$ cat config.mk
export PLATFORM = sky130hd
export DESIGN_NAME = trace_buffer
export DESIGN_NICKNAME = d
export VERILOG_FILES = /design/src/rtl/trace_pkg.sv /design/src/rtl/trace_ram.sv /design/src/rtl/trace_buffer.sv
export SDC_FILE = /design/constraint.sdc
export NUM_CORES = 1
export LEC_CHECK = 0
export CAP_MARGIN = 20
export CORE_MARGIN = 2
export CORE_UTILIZATION = 40
export CTS_CLUSTER_SIZE = 16
export DETAILED_ROUTE_END_ITERATION = 6
export PLACE_DENSITY = 0.56
export SLEW_MARGIN = 0
export SYNTH_ARGS = -nofsm -noshare
export SYNTH_HDL_FRONTEND = slang
export SYNTH_SLANG_ARGS = --single-unit
export TNS_END_PERCENT = 10
$ cat constraint.sdc
create_clock -name i_clk -period 6.7 [get_ports i_clk]
set_input_delay 0.67 -clock i_clk [delete_from_list [all_inputs] [get_ports i_clk]]
set_output_delay 0.67 -clock i_clk [all_outputs]
set_load 0.05 [all_outputs]
$ cat src/rtl/trace_pkg.sv
// Shared encodings for the trace capture unit: FSM states, capture modes
// and the layout of one stored trace entry.
package trace_pkg;

    typedef enum logic [1:0] {
        ST_IDLE    = 2'd0,
        ST_CAPTURE = 2'd1,
        ST_POST    = 2'd2,
        ST_DRAIN   = 2'd3
    } state_e;

    localparam logic [1:0] MODE_CONT = 2'd0;
    localparam logic [1:0] MODE_FILL = 2'd1;
    localparam logic [1:0] MODE_TRIG = 2'd2;

    // One entry packs {pc, inst, debug}, pc in the most significant field.
    localparam int ENTRY_FIELDS = 3;

    function automatic int entryWidth(input int xlen);
        return ENTRY_FIELDS * xlen;
    endfunction

endpackage

$ cat src/rtl/trace_ram.sv
// Trace storage: register array with one synchronous write port and one
// asynchronous read port. Contents are deliberately not reset.
module trace_ram #(
    parameter int DEPTH = 16,
    parameter int WIDTH = 96
) (
    input  logic                     i_clk,
    input  logic                     i_we,
    input  logic [$clog2(DEPTH)-1:0] i_waddr,
    input  logic [WIDTH-1:0]         i_wdata,
    input  logic [$clog2(DEPTH)-1:0] i_raddr,
    output logic [WIDTH-1:0]         o_rdata
);

    logic [WIDTH-1:0] mem [DEPTH];

    // Store the incoming entry on every enabled clock edge.
    always_ff @(posedge i_clk) begin
        if (i_we) begin
            mem[i_waddr] <= i_wdata;
        end
    end

    assign o_rdata = mem[i_raddr];

endmodule

$ cat src/rtl/trace_buffer.sv
// Per-cycle trace recorder: captures (pc, inst, debug) tuples into a
// circular buffer in continuous, fill-once or PC-triggered mode, then
// drains them oldest-first through a valid/ready port.
module trace_buffer
    import trace_pkg::*;
#(
    parameter int XLEN   = 32,
    parameter int DEPTH  = 16,
    parameter int POST_W = 8
) (
    input  logic                     i_clk,
    input  logic                     i_rst,
    input  logic                     i_en,
    input  logic [1:0]               i_mode,
    input  logic [XLEN-1:0]          i_trig_pc,
    input  logic [POST_W-1:0]        i_post_cnt,
    input  logic                     i_valid,
    input  logic [XLEN-1:0]          i_pc,
    input  logic [XLEN-1:0]          i_inst,
    input  logic [XLEN-1:0]          i_debug,
    input  logic                     i_rd_ready,
    output logic                     o_rd_valid,
    output logic [XLEN-1:0]          o_rd_pc,
    output logic [XLEN-1:0]          o_rd_inst,
    output logic [XLEN-1:0]          o_rd_debug,
    output logic [$clog2(DEPTH):0]   o_count,
    output logic                     o_triggered,
    output logic                     o_done,
    output logic [1:0]               o_state
);

    localparam int CNT_W   = $clog2(DEPTH) + 1;
    localparam int PTR_W   = $clog2(DEPTH);
    localparam int ENTRY_W = entryWidth(XLEN);
    localparam logic [CNT_W-1:0] FULL_CNT  = CNT_W'(DEPTH);
    localparam logic [CNT_W-1:0] LAST_FREE = CNT_W'(DEPTH - 1);

    state_e              state_q,     state_d;
    logic [PTR_W-1:0]    wrPtr_q,     wrPtr_d;
    logic [PTR_W-1:0]    rdPtr_q,     rdPtr_d;
    logic [CNT_W-1:0]    count_q,     count_d;
    logic [POST_W-1:0]   remaining_q, remaining_d;
    logic                triggered_q, triggered_d;
    logic [1:0]          mode_q,      mode_d;
    logic [XLEN-1:0]     trigPc_q,    trigPc_d;
    logic [POST_W-1:0]   postCnt_q,   postCnt_d;

    logic                wrEn;
    logic                rdFire;
    logic                rdValid;
    logic [ENTRY_W-1:0]  ramRdata;

    assign wrEn    = ((state_q == ST_CAPTURE) || (state_q == ST_POST)) && i_valid;
    assign rdValid = (state_q == ST_DRAIN) && (count_q != '0);
    assign rdFire  = rdValid && i_rd_ready;

    trace_ram #(
        .DEPTH (DEPTH),
        .WIDTH (ENTRY_W)
    ) u_ram (
        .i_clk   (i_clk),
        .i_we    (wrEn),
        .i_waddr (wrPtr_q),
        .i_wdata ({i_pc, i_inst, i_debug}),
        .i_raddr (rdPtr_q),
        .o_rdata (ramRdata)
    );

    // Next-state logic: session setup, write/overwrite bookkeeping, trigger and drain.
    always_comb begin
        state_d     = state_q;
        wrPtr_d     = wrPtr_q;
        rdPtr_d     = rdPtr_q;
        count_d     = count_q;
        remaining_d = remaining_q;
        triggered_d = triggered_q;
        mode_d      = mode_q;
        trigPc_d    = trigPc_q;
        postCnt_d   = postCnt_q;

        case (state_q)
            ST_IDLE: begin
                if (i_en) begin
                    state_d     = ST_CAPTURE;
                    wrPtr_d     = '0;
                    rdPtr_d     = '0;
                    count_d     = '0;
                    remaining_d = '0;
                    triggered_d = 1'b0;
                    mode_d      = (i_mode == 2'd3) ? MODE_CONT : i_mode;
                    trigPc_d    = i_trig_pc;
                    postCnt_d   = i_post_cnt;
                end
            end
            ST_CAPTURE, ST_POST: begin
                if (wrEn) begin
                    wrPtr_d = wrPtr_q + PTR_W'(1);
                    if (count_q == FULL_CNT) begin
                        rdPtr_d = rdPtr_q + PTR_W'(1);
                    end else begin
                        count_d = count_q + CNT_W'(1);
                    end
                    if (state_q == ST_CAPTURE) begin
                        if ((mode_q == MODE_FILL) && (count_q == LAST_FREE)) begin
                            state_d = ST_DRAIN;
                        end
                        if ((mode_q == MODE_TRIG) && (i_pc == trigPc_q)) begin
                            triggered_d = 1'b1;
                            if (postCnt_q == '0) begin
                                state_d = ST_DRAIN;
                            end else begin
                                state_d     = ST_POST;
                                remaining_d = postCnt_q;
                            end
                        end
                    end else begin
                        remaining_d = remaining_q - POST_W'(1);
                        if (remaining_q == POST_W'(1)) begin
                            state_d = ST_DRAIN;
                        end
                    end
                end
                if (!i_en) begin
                    state_d = ST_DRAIN;
                end
            end
            ST_DRAIN: begin
                if (rdFire) begin
                    rdPtr_d = rdPtr_q + PTR_W'(1);
                    count_d = count_q - CNT_W'(1);
                end else if ((count_q == '0) && !i_en) begin
                    state_d = ST_IDLE;
                end
            end
            default: state_d = ST_IDLE;
        endcase
    end

    // State register with synchronous reset that aborts any session.
    always_ff @(posedge i_clk) begin
        if (i_rst) begin
            state_q     <= ST_IDLE;
            wrPtr_q     <= '0;
            rdPtr_q     <= '0;
            count_q     <= '0;
            remaining_q <= '0;
            triggered_q <= 1'b0;
            mode_q      <= MODE_CONT;
            trigPc_q    <= '0;
            postCnt_q   <= '0;
        end else begin
            state_q     <= state_d;
            wrPtr_q     <= wrPtr_d;
            rdPtr_q     <= rdPtr_d;
            count_q     <= count_d;
            remaining_q <= remaining_d;
            triggered_q <= triggered_d;
            mode_q      <= mode_d;
            trigPc_q    <= trigPc_d;
            postCnt_q   <= postCnt_d;
        end
    end

    assign o_rd_valid  = rdValid;
    assign o_rd_pc     = rdValid ? ramRdata[3*XLEN-1:2*XLEN] : '0;
    assign o_rd_inst   = rdValid ? ramRdata[2*XLEN-1:XLEN]   : '0;
    assign o_rd_debug  = rdValid ? ramRdata[XLEN-1:0]        : '0;
    assign o_count     = count_q;
    assign o_triggered = triggered_q;
    assign o_done      = (state_q == ST_DRAIN);
    assign o_state     = state_q;

endmodule

==> results of run 1 <==
sequential cells by signal, summed over array words and instances, names as in the netlist, named ones only:
register and flops:
mode_q 2, o_count 5, o_state 2, o_triggered 1, postCnt_q 8, rdPtr_q 4
remaining_q 8, trigPc_q 32, u_ram.mem 1536, wrPtr_q 4
critical path, delay by kind of cell, from the launching register on:
| family | cells | cell delay [ns] |
|---|---|---|
| buffers and inverters | 2 | 1.38 |
| muxes | 2 | 1.06 |
| DFF | 1 | 0.98 |
| and+or+nand+nor | 1 | 0.20 |
metrics by stage:
step / total power, uW / hold slack [ns] / instance area (sq um)
6_report: 25000 / 0.428 / 72300
5_1_grt: 26000 / 0.389 / 72300
4_1_cts: 25300 / 0.370 / 72300
3_5_place_dp: 16200 / 0.462 / 66900
3_3_place_gp: 16100 / 0.453 / 66900
2_1_floorplan: 15200 / 0.440 / 61900
cell usage after synthesis (3+ instances only):
cell type,count
buf_4,30
o21ai_0,12
inv_1,10
mux2i_1,12
nand2b_1,13
xnor2_1,39
mux4_2,480
dfxtp_1,70
nand3b_1,6
and2_1,113
nor2_1,23
clkbuf_1,75
o21a_1,3
buf_1,17
nand3_1,7
o31ai_1,3
buf_6,11
nor3_1,8
nor4_1,6
edfxtp_1,1536
nand4_1,14
nand2_1,109
a21oi_1,55
ha_1,15
buf_2,8
a21o_1,4
xor2_1,5
cell families (layout without fill, tap and decap cells):
logic type | count (synthesis) | in the layout
compound gates | 90 | 90
xor+xnor | 44 | 44
fa+ha+maj | 16 | 16
buf+inv | 151 | 607
flops | 1606 | 1606
mux | 492 | 492
other cells | 0 | 2
simple gates | 309 | 309
per-layer routing:
| layer | wire [um] | up-vias |
|---|---|---|
| li1 | - | 12000 |
| met1 | 63300 | 15700 |
| met2 | 72700 | 937 |
| met3 | 9410 | 196 |
| met4 | 2660 | 10 |
| met5 | 60 | - |
area by class of cell:
cell class	count	area share, %
flip-flops and latches	1606	65.7
clock inverters	89	1.25
diodes	2	0.00692
inverters	10	0.0519
multi-input cells	951	18.9
clock buffers	214	6.14
repair buffers	294	4.36
well taps	2044	3.54
worst max-delay path by stage:
| stage | end | depth (start not counted) | from |
|---|---|---|---|
| after floorplan | u_ram.mem[0][0] | 6 | o_state[0] |
| after global placement | o_rd_pc[2] | 5 | flip-flop |
| after detailed placement | o_rd_pc[2] | 5 | flip-flop |
| after CTS | o_rd_pc[2] | 5 | flip-flop |
| after global routing | o_rd_pc[2] | 5 | flip-flop |
| final | o_rd_pc[22] | 5 | flip-flop |
power by group:
group / leakage [uW] / switching, uW / internal [uW] / total, uW
Sequential: 0.0144 / 235 / 11300 / 11600
Combinational: 0.00478 / 2050 / 2310 / 4360
Clock: 0.00260 / 3760 / 5300 / 9060
Total: 0.0218 / 6040 / 19000 / 25000
==> results.md, run 1 <==
* Status: finished, final reports clean
* GR Layer Usage met2 at 30.8%
* Worst r2r dst: u_ram.mem[0][60]
* Hold Vio Cnt, Final at 0
* CTS buffer count at 166
* Hold EP: trigPc_q[22]
* Compound-cell area share of the yosys netlist at 0.830%
* Core ar. at 154000 sq um
* First-pass GRT wire length at roughly 210000 um
* CP Capture Type: primary output
* Final Cycle Share at 76.7%
* Vias at approximately 29000
* Via density at about 5.5
* Initial DRC Count at 2753
* Post-Synth Simple-Gate Area at approximately 2.6%
* VDD IR max at 0.241 mV
* Worst path required time at 6.03 ns
* Pre-CTS setup slack at 2.28 ns
* Critical Path Fanout Max at 44
* Largest family of logic cells by synthesized area: multiplexers
* Setup-failing EPs final at 0
* Reg2Reg Setup Slack at 3.29 ns
* Gpl congestion at 0.755
* Post-CTS Setup Bufs at 0
* Largest net degree at the start of global routing at 98
* Worst Path Arrival at 4.47 ns
* GR Util met3 at between 4 and 5%
* Post-synthesis mux area share at around 18%
* Leading cell types in the layout, fill and taps excluded: edfxtp_1, mux4_2, clkdlybuf4s50_1, clkbuf_16, nand2_1
* Initial antenna violation count at 14
* Pre-antenna DRT Iters at 6
* Synth Area in XOR/XNOR at less than 1%
* Number of I/O port buffers at roughly 250
* Die height at approximately 400 um
* Fillers at roughly 13000
* WHS Path Cells at 3
* Clk root buf: clkbuf_16
* Final core utilization at between 40% and 50%
* Area contributors post-synth: edfxtp_1, mux4_2, dfxtp_1
* Area of the multi-input gates at around 14000 sq um
* Remaining global-route overflow at 0
* Max_slew headroom at a little under a third
* Nets@finish at ~3200
* DP Cell Count at 4904
* Top-area cell type share of the netlist area at 74.5%
* Clock skew at 0.0223 ns
* Post-detailed-routing wire length at approximately 150000 um
* CTS tree: done
* Minimum clock period at 5.14 ns
* R2R depth at 6
* Sequential share of the synthesized area at 76.7%
* Synth Area per Inst at 22.9 sq um
* Syn Inst Count at 2708
* Slew Limit Fails at 0
* Critical path class: reg -> out
* Mapped cell area at 61900 sq um
* Final WS setup at 1.56 ns
* DP HPWL at 73300 um
* DRC viols at 0
* Synth cell types at 47
* CP cell instances: buf_4, mux4_2, mux4_2, and2_1, clkdlybuf4s50_1
* Row count at roughly 140
* Routed len/inst at roughly 28 um
* Die area at 158000 sq um
* Most used cell, CP: mux4_2
* TNS Setup at 0 ns
* CTS Buffer Depth at 3
* Clk_lat worst skew at 0.79 ns
* Area Growth Syn to Fin at 16.8%
* Final Instance Count excl. Fillers at between 5000 and 6000
* Hold wc startpoint: i_trig_pc[22]
* EDFF count, synth at 1536
* # clock sinks at 1606
* Critical path startpoint category: flip-flop
* Vias in the first global route at roughly 31000
* Yosys Warn Count at 0
* Ys async rst share at 0%
* Layout cell share with drive strength beyond 1 at 24.6%
* Hold crit path type: in -> reg
* Ports at 249
* Synth area leader: edfxtp_1
* Pwr Density at 346 nW/um^2
* Register Area at 47500 sq um
* R2r startpoint: o_state[0]
* RSZ-0062 raised after global routing: false
* Post-synthesis adder-cell area fraction at 0.335%
* Register bit total from synthesis at 1606
* Hold buffer count at CTS at 0
* Commonest non-fill, non-tap cell in the layout: edfxtp_1
* Max incr delay on CP at approximately 0.98 ns
* Clock transition at path regs at 0.06 ns
* Dominant synthesized flop cell: edfxtp_1
* Syn_nets at between 2000 and 3000
* Max cap viols at 0
* Worst path slowest cell: dfxtp_4
* Max H-tree Level at 4
* Initial Util at 40.3%
* Chip width at 397 um
* Worst slew pin tran at 1.03 ns
* GR Util met1 at 25.8%
* Max Clk Rate at 195 MHz
* Antenna Violating Nets Remaining at 0
* Global Route Usage Sum at 18.8%
* PostCTS Resize Cnt at 0
* GR peak layer: met2
* Leak at 0.0218 uW
No activity file was read; power rests on OpenSTA's default activity.
==> run 2, diff against run 1 <==
Settings changed: PLACE_DENSITY 0.56 to 0.58.
Clock period 6.7 ns to 4.6 ns, I/O delays scaled along.
==> run 2 against run 1 <==
  * Power rose by 47%
  * Critical endpoint is now o_rd_debug[22]
  * Worst setup slack got worse by 1.3 ns
  * Via count rose by 1.1%
  * Largest power group unchanged
  * Sequential power rose by 44%
  * Wire length rose by 0.85%
  * Clock-buffer cell count fell by 14
  * Clock skew rose by 0.019 ns
  * Register-to-register slack got worse by 1.9 ns
  * Hold slack got worse by 0.21 ns
==> results.md, run 2 (synthesis gave the netlist of run 1 again) <==
* Clk root buf: clkbuf_16
* Critical path startpoint category: flip-flop
* Antenna Violating Nets Remaining at 0
* Minimum clock period at 4.33 ns
* WHS Path Cells at 3
* Max cap viols at 0
* Top Registers: u_ram.mem (1536), trigPc_q (32)
* Initial Util at between 40% and 50%
* Die area at 158000 sq um
* VDD IR max at 0.374 mV
* Worst slew pin tran at 1.01 ns
* Max Clk Rate at 231 MHz
* CP Capture Type: primary output
* Ports at 249
* Status: finished, final reports clean
* Initial DRC Count at 2689
* R2r startpoint: o_state[0]
* Area Growth Syn to Fin at 17.8%
* Leak at 0.0222 uW
* Initial antenna violation count at 15
* Via density at 5.55
* CTS Buffer Depth at 3
* Chip width at 397 um
* Clk_lat worst skew at 0.79 ns
* Die height at about 400 um
* CTS tree: done
* Critical Path Fanout Max at 96
* Clock transition at path regs at 0.06 ns
* Max_slew headroom at about a third
* Layout cell share with drive strength beyond 1 at 26.7%
* DP HPWL at just under 80000 um
* Hold EP: trigPc_q[23]
* Clock skew at 0.0409 ns
* Vias at roughly 29000
* Max FFs per register at roughly 1500
* RSZ-0062 raised after global routing: false
* Global Route Usage Sum at 19.0%
* CTS buffer count at 166
* Worst r2r dst: u_ram.mem[10][69]
* Pre-antenna DRT Iters at 5
* Critical path class: reg -> out
* TNS Setup at 0 ns
* # clock sinks at 1606
* Hold crit path type: in -> reg
* DRC viols at 0
* Max H-tree Level at 4
* Vias in the first global route at 31000
* Hold WS at 0.219 ns
* Worst Path Arrival at 3.87 ns
* Gpl congestion at 0.760
* R2R depth at 6
* Final Cycle Share at 94.1%
* Core ar. at 154000 sq um
* Leading cell types in the layout, fill and taps excluded: edfxtp_1, mux4_2, clkdlybuf4s50_1, clkbuf_16, nand2_1
* Worst path required time at 4.14 ns
* Commonest non-fill, non-tap cell in the layout: edfxtp_1
* Setup-failing EPs final at 0
* Pwr Density at slightly above 500 nW/um^2
* Largest Register: u_ram.mem
* First-pass GRT wire length at between 200000 and 250000 um
* Reg2Reg Setup Slack at 1.41 ns
* Hold wc startpoint: i_trig_pc[23]
* Nets@finish at roughly 3200
* Number of I/O port buffers at 248
* Remaining global-route overflow at 0
* Routed len/inst at 28.4 um
* Post-detailed-routing wire length at 149000 um
* Hold Vio Cnt, Final at 0
* PostCTS Resize Cnt at 0
* Slew Limit Fails at 0
* Largest net degree at the start of global routing at 97
* Row count at 144
## run 2: cell types whose count changed in the layout (fill, tap and decap cells not counted), sizes merged
cell           previous run  this run
clkinv                   64        74
diode                     2         4
clkbuf                  214       200
dlygate4sd3               0         1
buf                      47       112
bufinv                   16        18
inv                      14        19
clkdlybuf4s50           247       230
## run 2: critical path: stages, from the launching register on
cell and delay [ns]:
dfxtp_4 0.56, buf_12 0.49, mux4_2 0.41, mux4_2 0.56, and2_1 0.19, clkdlybuf4s50_1 0.70
## run 2: how the worst max path moves through the flow
stage / cells after the start / to / slack (ns) / start
floorplan: 6 / u_ram.mem[0][0] / 0.12 / o_state[0]
global placement: 7 / remaining_q[5] / 0.93 / i_pc[25]
detailed placement: 7 / remaining_q[3] / 0.82 / i_pc[25]
CTS: 5 / o_rd_pc[26] / 0.23 / flip-flop
global route: 5 / o_rd_debug[22] / 0.21 / flip-flop
finish: 5 / o_rd_debug[22] / 0.27 / flip-flop
## run 2: per-layer routing
metal	up-vias	track usage [%]	share of wire, %
met4	8	5.18	2.0
met1	15900	26.1	42
li1	12200	-	-
met2	1003	30.9	49
met5	-	0	0.035
met3	207	3.94	6.5
## run 2: through the flow
stage | utilization [%] | std cells | area [sq um] | setup slack, ns | total power (uW)
2_1_floorplan | - | 2708 | 61900 | 0.123 | 22100
3_3_place_gp | 43.9 | 4947 | 67500 | 0.933 | 23700
3_5_place_dp | 43.9 | 4947 | 67500 | 0.819 | 23800
4_1_cts | 47.4 | 5260 | 73000 | 0.226 | 37300
5_1_grt | 47.4 | 5261 | 73000 | 0.212 | 38200
6_report | 47.4 | 5264 | 73000 | 0.272 | 36800
## run 2: cell type report
type / count / area (sq um)
Timing Repair Buffer: 343 / 3730
Inverter: 10 / 37.5
Sequential cell: 1606 / 47500
Antenna cell: 4 / 10.0
Fill cell: 12500 / 80900
Clock buffer: 200 / 4330
Multi-Input combinational cell: 951 / 13700
Clock inverter: 106 / 1100
Tap cell: 2044 / 2560
## run 2: report_power, final
group	internal, uW	switching, uW	total, uW
sequential	16500	225	16700
combinational	3530	3190	6720
clock	7760	5570	13300
total	27800	8990	36800
## run 2: timing repair
item / in CTS / in global routing
hold buffers: 1 / 0
endpoints found under the setup margin: 1 / 0
endpoints found under the hold margin: 2 / 0
setup buffers: 6 / 0
==> run 3, diff against run 2 <==
Settings changed: CTS_CLUSTER_DIAMETER set to 120.
==> run 3 against run 2 <==
  * Clock-buffer cell count shrank 52
  * Global-route usage shrank 0.19 points
  * Final area shrank 3.2%
  * Sequential share of layout area grew 2.2 points
  * Utilization shrank 1.5 points
  * Clock power shrank 30%
  * Critical path depth is the same
  * Critical path type unchanged
  * Largest cell class unchanged
==> results.md, run 3 (synthesis gave the netlist of run 1 again) <==
* Hold WS at 0.0776 ns
* Layout cell share with drive strength beyond 1 at 24.1%
* Clock skew at 0.0494 ns
* Clk_lat worst skew at 0.76 ns
* Worst slew pin tran at roughly 1 ns
* DP HPWL at 78500 um
* CTS buffer count at 110
* Worst path slowest cell: clkdlybuf4s50_1
* Area Growth Syn to Fin at 14.1%
* Leak at 0.0210 uW
* Power share of the sequential group at 51.1%
* Worst r2r dst: u_ram.mem[10][79]
* Largest net degree at the start of global routing at 97
* Hold crit path type: in -> reg
* Worst Setup EP: o_rd_debug[22]
* Sw frac at 24.7%
* CTS Buffer Depth at 3
* Hold Vio Cnt, Final at 0
* Max FFs per register at 1536
* Critical path class: reg -> out
* Minimum clock period at 4.21 ns
* Critical path startpoint category: flip-flop
* Critical Path Fanout Max at 96
* DRC viols at 0
* # clock sinks at 1606
* RSZ-0062 raised after global routing: false
* Worst path required time at ~4.1 ns
* Core ar. at 154000 sq um
* Die height at 397 um
* Setup-failing EPs final at 0
* Power Total at 32700 uW
* Vias in the first global route at 30500
* TNS Setup at 0 ns
* Max Clk Rate at 237 MHz
* Antenna Violating Nets Remaining at 0
* Remaining global-route overflow at 0
* Final WS setup at 0.388 ns
* Max cap viols at 0
* First-pass GRT wire length at between 200000 and 250000 um
* R2r startpoint: o_state[0]
* Post-detailed-routing wire length at 148000 um
* Ports at 249
* Row count at 144
* Clock transition at path regs at 0.08 ns
* Final core utilization at a little under half
* Fillers at 12700
* Global Route Usage Sum at 18.8%
* Clk root buf: clkbuf_16
* Worst Path Arrival at ~3.8 ns
* Slew Limit Fails at 0
* CTS tree: done
* Status: finished, final reports clean
* Levels on crit path at 5
* Most used cell, CP: mux4_2
* Chip width at 397 um
* CP cell instances: buf_12, mux4_2, mux4_2, and2_1, clkdlybuf4s50_1
* Top Registers: u_ram.mem (1536), trigPc_q (32)
* Number of I/O port buffers at 248
* Largest Register: u_ram.mem
* Routed len/inst at about 29 um
* Leading cell types in the layout, fill and taps excluded: edfxtp_1, mux4_2, clkdlybuf4s50_1, clkbuf_16, nand2_1
* CP Capture Type: primary output
* Pre-antenna DRT Iters at 5
* Gate power share at roughly a fifth
* Reg2Reg Setup Slack at 1.44 ns
* R2R depth at 6
* VDD IR max at 0.326 mV
* Max incr delay on CP at 0.70 ns
* Pwr Density at ~460 nW/um^2
* Final Cycle Share at between 90% and 100%
* Pre-CTS setup slack at just over 0.8 ns
* Int Pwr at approximately 25000 uW
* Commonest non-fill, non-tap cell in the layout: edfxtp_1
* Sw Pwr at 8090 uW
* Initial DRC Count at around 2700
* Hold buffer count at CTS at 0
* Die area at 158000 sq um
* Clk pwr share at 28.3%
* Max H-tree Level at 3
* Initial antenna violation count at 15
* Vias at 28700
* Max_slew headroom at between 30% and 40%
* Initial Util at just over 40%
* Gpl congestion at between 0.7 and 0.8
* Nets@finish at 3184
* Via density at about 5.6
* CP delay by family, top: buffers and inverters
* Buf/Inv on CP at 2
==> run 3: metrics by stage <==
stage          instances  area [sq um]
3_3_place_gp        4947         67500
4_1_cts             5100         70500
3_5_place_dp        4947         67500
6_report            5115         70600
5_1_grt             5111         70600
2_1_floorplan       2708         61900
==> run 3: final cells by class <==
cell class,count,area [sq um],share of cell area (%)
clock inverters,5,68.8,0.0974
diodes,5,12.5,0.0177
flip-flops and latches,1606,47500,67.3
multi-input cells,951,13700,19.4
well taps,2044,2560,3.62
clock buffers,148,3000,4.25
repair buffers,346,3750,5.30
inverters,10,37.5,0.0531
==> run 3: worst min-delay path by stage <==
stage / cells past startpoint / start / end
4_1_cts: 2 / i_rst / wrPtr_q[0]
3_3_place_gp: 2 / rdPtr_q[2] / flip-flop
6_report: 2 / i_rst / wrPtr_q[0]
3_5_place_dp: 2 / trigPc_q[1] / trigPc_q[1]
2_1_floorplan: 2 / mode_q[0] / mode_q[0]
5_1_grt: 2 / i_rst / wrPtr_q[0]
==> run 3: worst register-to-register path, stage by stage, from the launching register on <==
cell and delay (ns):
dfxtp_1 0.46, inv_1 0.13, ha_1 0.56, nand3_1 0.17, nor2_1 0.27, and2_4 0.82
buf_4 0.42
==> run 3: power groups by stage <==
stage | clock, uW | sequential, uW | combinational (uW)
after global placement | 0 | 17100 | 6600
after detailed placement | 0 | 17100 | 6740
after floorplan | 0 | 17100 | 5080
after CTS | 9510 | 16800 | 6760
after global routing | 10000 | 16800 | 7270
final | 9250 | 16700 | 6730
==> run 3: timing repair <==
item	in CTS	in global routing
setup buffers	0	10
resized for setup	0	0
setup endpoints to repair	0	1
==> run 3: metal layers <==
metal  up-vias  global-route usage [%]  share of wire, %
met5         -                       0             0.032
met4         8                    4.40               1.8
met3       155                    3.08               6.4
met2       997                    31.0                49
met1     15600                    26.3                42
li1      11900                       -                 -
